$ cat config.mk
export PLATFORM = sky130hd
export DESIGN_NAME = dmem_copy_engine_flat
export DESIGN_NICKNAME = d
export VERILOG_FILES = /design/src/rtl/dmem_copy_engine_pkg.sv /design/src/rtl/dmem_copy_engine_if.sv /design/src/rtl/dmem_copy_engine.sv /design/src/flat_wrapper.sv
export SDC_FILE = /design/constraint.sdc
export NUM_CORES = 1
export LEC_CHECK = 0
export CAP_MARGIN = 30
export CORE_MARGIN = 2
export CORE_UTILIZATION = 51
export CTS_BUF_LIST = sky130_fd_sc_hd__clkbuf_4 sky130_fd_sc_hd__clkbuf_8
export DETAILED_ROUTE_END_ITERATION = 8
export PLACE_DENSITY = 0.89
export SLEW_MARGIN = 20
export SYNTH_ARGS = -nofsm -noshare
export SYNTH_HDL_FRONTEND = slang
export SYNTH_SLANG_ARGS = --single-unit
$ cat constraint.sdc
create_clock -name clk_i -period 3 [get_ports clk_i]
set_clock_uncertainty 0.15 [all_clocks]
set_input_delay 0.45 -clock clk_i [delete_from_list [all_inputs] [get_ports clk_i]]
set_output_delay 0.45 -clock clk_i [all_outputs]
set_load 0.005 [all_outputs]
$ cat src/rtl/dmem_copy_engine_pkg.sv
// rtl/dmem_copy_engine_pkg.sv - shared types and default widths for the data-memory copy engine
package dmem_copy_engine_pkg;

  // Default widths: 256-byte memory, byte data, length field able to encode 0..256
  localparam int AW_DEF = 8;
  localparam int DW_DEF = 8;
  localparam int LW_DEF = 9;

  // Copy sequencer states; IDLE is the only state in which the core owns the memory port
  typedef enum logic [1:0] {
    ST_IDLE  = 2'd0,
    ST_READ  = 2'd1,
    ST_WRITE = 2'd2,
    ST_DONE  = 2'd3
  } state_e;

endpackage

$ cat src/rtl/dmem_copy_engine_if.sv
// rtl/dmem_copy_engine_if.sv - single-port data memory bus (address, write enable, write data, read data)
interface dmem_copy_engine_if
  import dmem_copy_engine_pkg::*;
#(
  parameter int AW = AW_DEF,
  parameter int DW = DW_DEF
) ();

  logic [AW-1:0] addr;      // byte address
  logic          wr_en;     // store enable, committed at posedge
  logic [DW-1:0] data_in;   // store data towards the memory
  logic [DW-1:0] data_out;  // combinational read data from the memory

  // Requester side: issues address/stores, receives read data
  modport master (
    output addr,
    output wr_en,
    output data_in,
    input  data_out
  );

  // Responder side: accepts address/stores, returns read data
  modport slave (
    input  addr,
    input  wr_en,
    input  data_in,
    output data_out
  );

endinterface

$ cat src/rtl/dmem_copy_engine.sv
// rtl/dmem_copy_engine.sv - muxes core load/store traffic with a byte-serial block-copy sequencer
module dmem_copy_engine
  import dmem_copy_engine_pkg::*;
#(
  parameter int AW = AW_DEF,
  parameter int DW = DW_DEF,
  parameter int LW = LW_DEF
) (
  input  logic                  clk_i,
  input  logic                  reset_i,
  input  logic                  start_i,
  input  logic [AW-1:0]         src_addr_i,
  input  logic [AW-1:0]         dst_addr_i,
  input  logic [LW-1:0]         len_i,
  dmem_copy_engine_if.slave     core,
  dmem_copy_engine_if.master    mem,
  output logic                  stall_o,
  output logic                  busy_o,
  output logic                  done_o
);

  state_e        state_q;
  logic [AW-1:0] src_ptr_q;
  logic [AW-1:0] dst_ptr_q;
  logic [LW-1:0] count_q;
  logic [DW-1:0] buf_q;
  logic          busy_q;
  logic          done_q;

  // Copy sequencer: alternates READ/WRITE per byte; busy/done are registered alongside the state
  always_ff @(posedge clk_i) begin
    if (reset_i) begin
      state_q   <= ST_IDLE;
      src_ptr_q <= '0;
      dst_ptr_q <= '0;
      count_q   <= '0;
      buf_q     <= '0;
      busy_q    <= 1'b0;
      done_q    <= 1'b0;
    end else begin
      done_q <= 1'b0;
      case (state_q)
        ST_IDLE: begin
          if (start_i) begin
            src_ptr_q <= src_addr_i;
            dst_ptr_q <= dst_addr_i;
            count_q   <= len_i;
            busy_q    <= 1'b1;
            if (len_i == '0) begin
              state_q <= ST_DONE;
              done_q  <= 1'b1;
            end else begin
              state_q <= ST_READ;
            end
          end
        end
        ST_READ: begin
          buf_q     <= mem.data_out;
          src_ptr_q <= src_ptr_q + 1'b1;
          state_q   <= ST_WRITE;
        end
        ST_WRITE: begin
          dst_ptr_q <= dst_ptr_q + 1'b1;
          count_q   <= count_q - 1'b1;
          if (count_q == LW'(1)) begin
            state_q <= ST_DONE;
            done_q  <= 1'b1;
          end else begin
            state_q <= ST_READ;
          end
        end
        ST_DONE: begin
          state_q <= ST_IDLE;
          busy_q  <= 1'b0;
        end
        default: begin
          state_q <= ST_IDLE;
          busy_q  <= 1'b0;
        end
      endcase
    end
  end

  // Memory port routing: core passes straight through in IDLE so a store in the Start cycle still lands
  always_comb begin
    mem.addr    = core.addr;
    mem.wr_en   = core.wr_en;
    mem.data_in = core.data_in;
    case (state_q)
      ST_READ: begin
        mem.addr    = src_ptr_q;
        mem.wr_en   = 1'b0;
        mem.data_in = buf_q;
      end
      ST_WRITE: begin
        mem.addr    = dst_ptr_q;
        mem.wr_en   = 1'b1;
        mem.data_in = buf_q;
      end
      ST_DONE: begin
        mem.addr    = dst_ptr_q;
        mem.wr_en   = 1'b0;
        mem.data_in = buf_q;
      end
      default: ;
    endcase
  end

  // Load data always mirrors the memory; the core only trusts it while not stalled
  assign core.data_out = mem.data_out;

  assign stall_o = busy_q;
  assign busy_o  = busy_q;
  assign done_o  = done_q;

endmodule

$ cat src/flat_wrapper.sv
// flat-port wrapper written by rule: the top's interface ports become plain ports
module dmem_copy_engine_flat import dmem_copy_engine_pkg::*;
#(
  parameter int AW = AW_DEF,
  parameter int DW = DW_DEF,
  parameter int LW = LW_DEF
)
  (clk_i, reset_i, start_i, src_addr_i, dst_addr_i, len_i, stall_o, busy_o, done_o, core_addr, core_wr_en, core_data_in, core_data_out, mem_addr, mem_wr_en, mem_data_in, mem_data_out);
  dmem_copy_engine_if #(.AW(AW), .DW(DW)) core_i ();
  dmem_copy_engine_if #(.AW(AW), .DW(DW)) mem_i ();
  input  logic clk_i;
  input  logic reset_i;
  input  logic start_i;
  input  logic [AW-1:0] src_addr_i;
  input  logic [AW-1:0] dst_addr_i;
  input  logic [LW-1:0] len_i;
  output logic stall_o;
  output logic busy_o;
  output logic done_o;
  input wire logic [$bits(core_i.addr)-1:0] core_addr;
  input wire logic [$bits(core_i.wr_en)-1:0] core_wr_en;
  input wire logic [$bits(core_i.data_in)-1:0] core_data_in;
  output wire logic [$bits(core_i.data_out)-1:0] core_data_out;
  output wire logic [$bits(mem_i.addr)-1:0] mem_addr;
  output wire logic [$bits(mem_i.wr_en)-1:0] mem_wr_en;
  output wire logic [$bits(mem_i.data_in)-1:0] mem_data_in;
  input wire logic [$bits(mem_i.data_out)-1:0] mem_data_out;
  assign core_i.addr = core_addr;
  assign core_i.wr_en = core_wr_en;
  assign core_i.data_in = core_data_in;
  assign core_data_out = core_i.data_out;
  assign mem_addr = mem_i.addr;
  assign mem_wr_en = mem_i.wr_en;
  assign mem_data_in = mem_i.data_in;
  assign mem_i.data_out = mem_data_out;
  dmem_copy_engine #(.AW(AW), .DW(DW), .LW(LW)) u_core (.clk_i(clk_i), .reset_i(reset_i), .start_i(start_i), .src_addr_i(src_addr_i), .dst_addr_i(dst_addr_i), .len_i(len_i), .core(core_i), .mem(mem_i), .stall_o(stall_o), .busy_o(busy_o), .done_o(done_o));
endmodule
==> out/results.ini <==
[floorplan]
io_pins=81
rows=24
dieArea_um2=5150
coreArea_um2=4380
start_util_pct=53.4
die_w_um=71.7
die_h_um=71.7

[worst_setup_path]
r2r_end=u_core.state_q[1]$_SDFFE_PP0P_
crit_required_ps=2400
path_class=register to output port
worstReg2RegStart=u_core.state_q[1]$_SDFFE_PP0P_
critPathBufInv=2
regToRegSetupSlack_ps=870
cp_max_fo=29
start_kind=register
slowest_stage=clkdlybuf4s50_1
worst_ep_arrival_time_ps=2010
path_cells=buf_4, mux2i_1, o21ai_0, clkdlybuf4s50_1
endpoint_kind=output port
r2r_cells=5
max_stage_delay_ps=570
cp_top_family=buffers and inverters
cp.depth=4

[global_route]
grtUsageTotal_pct=25.3
antenna_found_initial=0
grt_overflow_total=0
grt_max_degree=38
grt_pass1_vias=2301
grt_first_pass_wirelength_mm=10.4

[synth]
synth_top_cell_area_share_pct=31.7
async_flop_share_pct=0
ys_top_cells_by_area=dfxtp_1, nand2_1, mux2_2
ys_warn_count=0
synthesis.nets=344
synth_top_area_cell=dfxtp_1
syn-instance-count=287
syn_avg_cell_area_um2=8.15
ys_seq_area_share_pct=31.7
synth_edf_count=0
ys_ff_latch=37
synth_flop_cell=dfxtp_1
syn_area_um2=2340
synth_cell_types=54

[min_path]
min_path_type=register to register
hold_path_end=u_core.buf_q[1]$_SDFFE_PP0N_
hold_path_depth=2
worstHoldStart=u_core.buf_q[1]$_SDFFE_PP0N_

[clock_network]
cts.repair.resized=0
cts_max_level=2
clk_latency_ps=290
root_buffer=clkbuf_8
cts_buffers=5
cts_tree=built
clk_pin_slew_worst_paths_ps=60
cts_buffer_depth=2
ctsHoldBuffers=0
post-cts-setup-buffers=0
clock_sinks=37

[sta]
worst_slew_pin_slew_ps=521
slew_headroom_pct=65.2
rsz0062_at_grt=false
setup_violations=0
slew_violations=0
fmax_ghz=0.384
final.min_clock_period_ps=2610
tns_ps=0
hold_viol_final=0
min_period_over_period_pct=86.9

[power]
ir_drop_mv=0.278
p_comb_share_pct=29.2
pwr-share-clk_pct=26.9
pwr-share-seq_pct=44.0
internal_power_w=0.000949
powerDensity_nw_per_um2=418
p_leak_nw=1.13
switching_share_pct=28.8
switchingPower_w=0.000384

[drt]
drc=0
wl_per_cell_um=15.5
viasPerCell=5.90
dr.pass1.iters=4
drt_wl_total_mm=6.29
drtIter0Drc=171
ant_nets=0
vias=2390

[layout]
syn2layout_area_growth_pct=36.3
final_area_um2=3190
nets=410
layout-drive-gt1-share_pct=9.63
fillers=334
antennaDiodeCount=0

[placement]
placed_area_um2=3100
dp_hpwl_mm=4.58
io_buffers=80
place_congestion=0.903

[outcome]
status=finished clean

[job]
cap_violations=0

cell usage in the layout, fill, tap and decap left out, types with 3 or more instances in the layout:
cell type,synthesis,routed
a311oi_1,5,5
ha_1,4,4
o22ai_1,8,8
nand4_1,4,4
a221oi_1,5,5
buf_4,11,7
nand3_1,5,5
mux2_2,10,10
a211oi_1,11,11
a21oi_1,18,18
mux2i_1,9,9
nand2_1,36,36
inv_1,6,6
nor3_1,12,12
clkbuf_8,0,6
a21boi_0,3,3
nor2b_1,4,4
clkdlybuf4s50_1,0,80
nand2b_1,6,6
xnor2_1,3,3
o21ai_0,16,16
nor2_1,20,20
dfxtp_1,37,37
synth_stat cells, types with 3 or more instances:
| cell type | number |
|---|---|
| dfxtp_1 | 37 |
| nand2_1 | 36 |
| nor2_1 | 20 |
| a21oi_1 | 18 |
| o21ai_0 | 16 |
| nor3_1 | 12 |
| a211oi_1 | 11 |
| buf_4 | 11 |
| clkbuf_1 | 11 |
| mux2_2 | 10 |
| mux2i_1 | 9 |
| o22ai_1 | 8 |
| inv_1 | 6 |
| nand2b_1 | 6 |
| a221oi_1 | 5 |
| a311oi_1 | 5 |
| buf_2 | 5 |
| nand3_1 | 5 |
| ha_1 | 4 |
| nand4_1 | 4 |
| nor2b_1 | 4 |
| a21boi_0 | 3 |
| xnor2_1 | 3 |
tightest hold or removal path, stage by stage, from the launching register on:
cell	delay (ps)
dfxtp_1	310
nand2_1	50
a21oi_1	50
state kept, by name (all words and copies together), names as in the netlist:
register,cells
u_core.buf_q,8
u_core.busy_o,1
u_core.count_q,9
u_core.done_o,1
u_core.dst_ptr_q,8
u_core.src_ptr_q,8
u_core.state_q,2
power by group through the flow:
stage	Combinational, W	Sequential, W	Clock, W
3_5_place_dp	0.000386	0.000596	0
5_1_grt	0.000427	0.000592	0.000387
4_1_cts	0.000389	0.000584	0.000366
6_report	0.000389	0.000586	0.000358
2_1_floorplan	0.000226	0.000578	0
3_3_place_gp	0.000376	0.000594	0
layer usage:
metal	up-vias	GRT usage, %	share of wire, %
li1	1185	-	-
met1	1119	31.4	42
met2	78	43.5	50
met3	8	5.63	6.0
met4	0	8.18	1.5
met5	-	0	0
worst max-delay path by stage:
stage | startpoint | to
global placement | core_addr[0] | mem_addr[0]
detailed placement | start_i | u_core.dst_ptr_q[0]$_SDFFE_PP0P_
floorplan | u_core.state_q[1]$_SDFFE_PP0P_ | mem_wr_en
global route | u_core.state_q[0]$_SDFFE_PP0P_ | mem_addr[0]
CTS | u_core.state_q[0]$_SDFFE_PP0P_ | mem_addr[0]
finish | u_core.state_q[0]$_SDFFE_PP0P_ | mem_addr[0]
cells by family after synthesis:
family,synth area share [%]
buffers and inverters,7.97
adders and majority gates,2.14
muxes,8.66
xor gates and xnor gates,1.12
DFF,31.7
AOI/OAI and AO/OA,24.9
and+or+nand+nor,23.6
per-stage QoR:
stage | cells | util [%] | power [W] | setup WS (ps) | hold WS [ps]
5_1_grt | 405 | 72.7 | 0.00141 | 319 | 344
3_5_place_dp | 398 | 70.7 | 0.000981 | 541 | 298
6_report | 405 | 72.7 | 0.00133 | 393 | 305
2_1_floorplan | 287 | - | 0.000804 | 1290 | 284
3_3_place_gp | 398 | 70.7 | 0.000970 | 627 | 293
4_1_cts | 405 | 72.7 | 0.00134 | 426 | 308
final cells by class:
type                       instances  area (µm²)  share of cell area, %
multi-input combinational        215        1410                   44.3
inverter                           7        26.3                  0.824
sequential                        37         741                   23.2
clock buffer                       7        90.1                   2.83
tap                               52        65.1                   2.04
timing repair buffer              87         853                   26.8
Note: power is estimated with default switching activity, not from simulation.
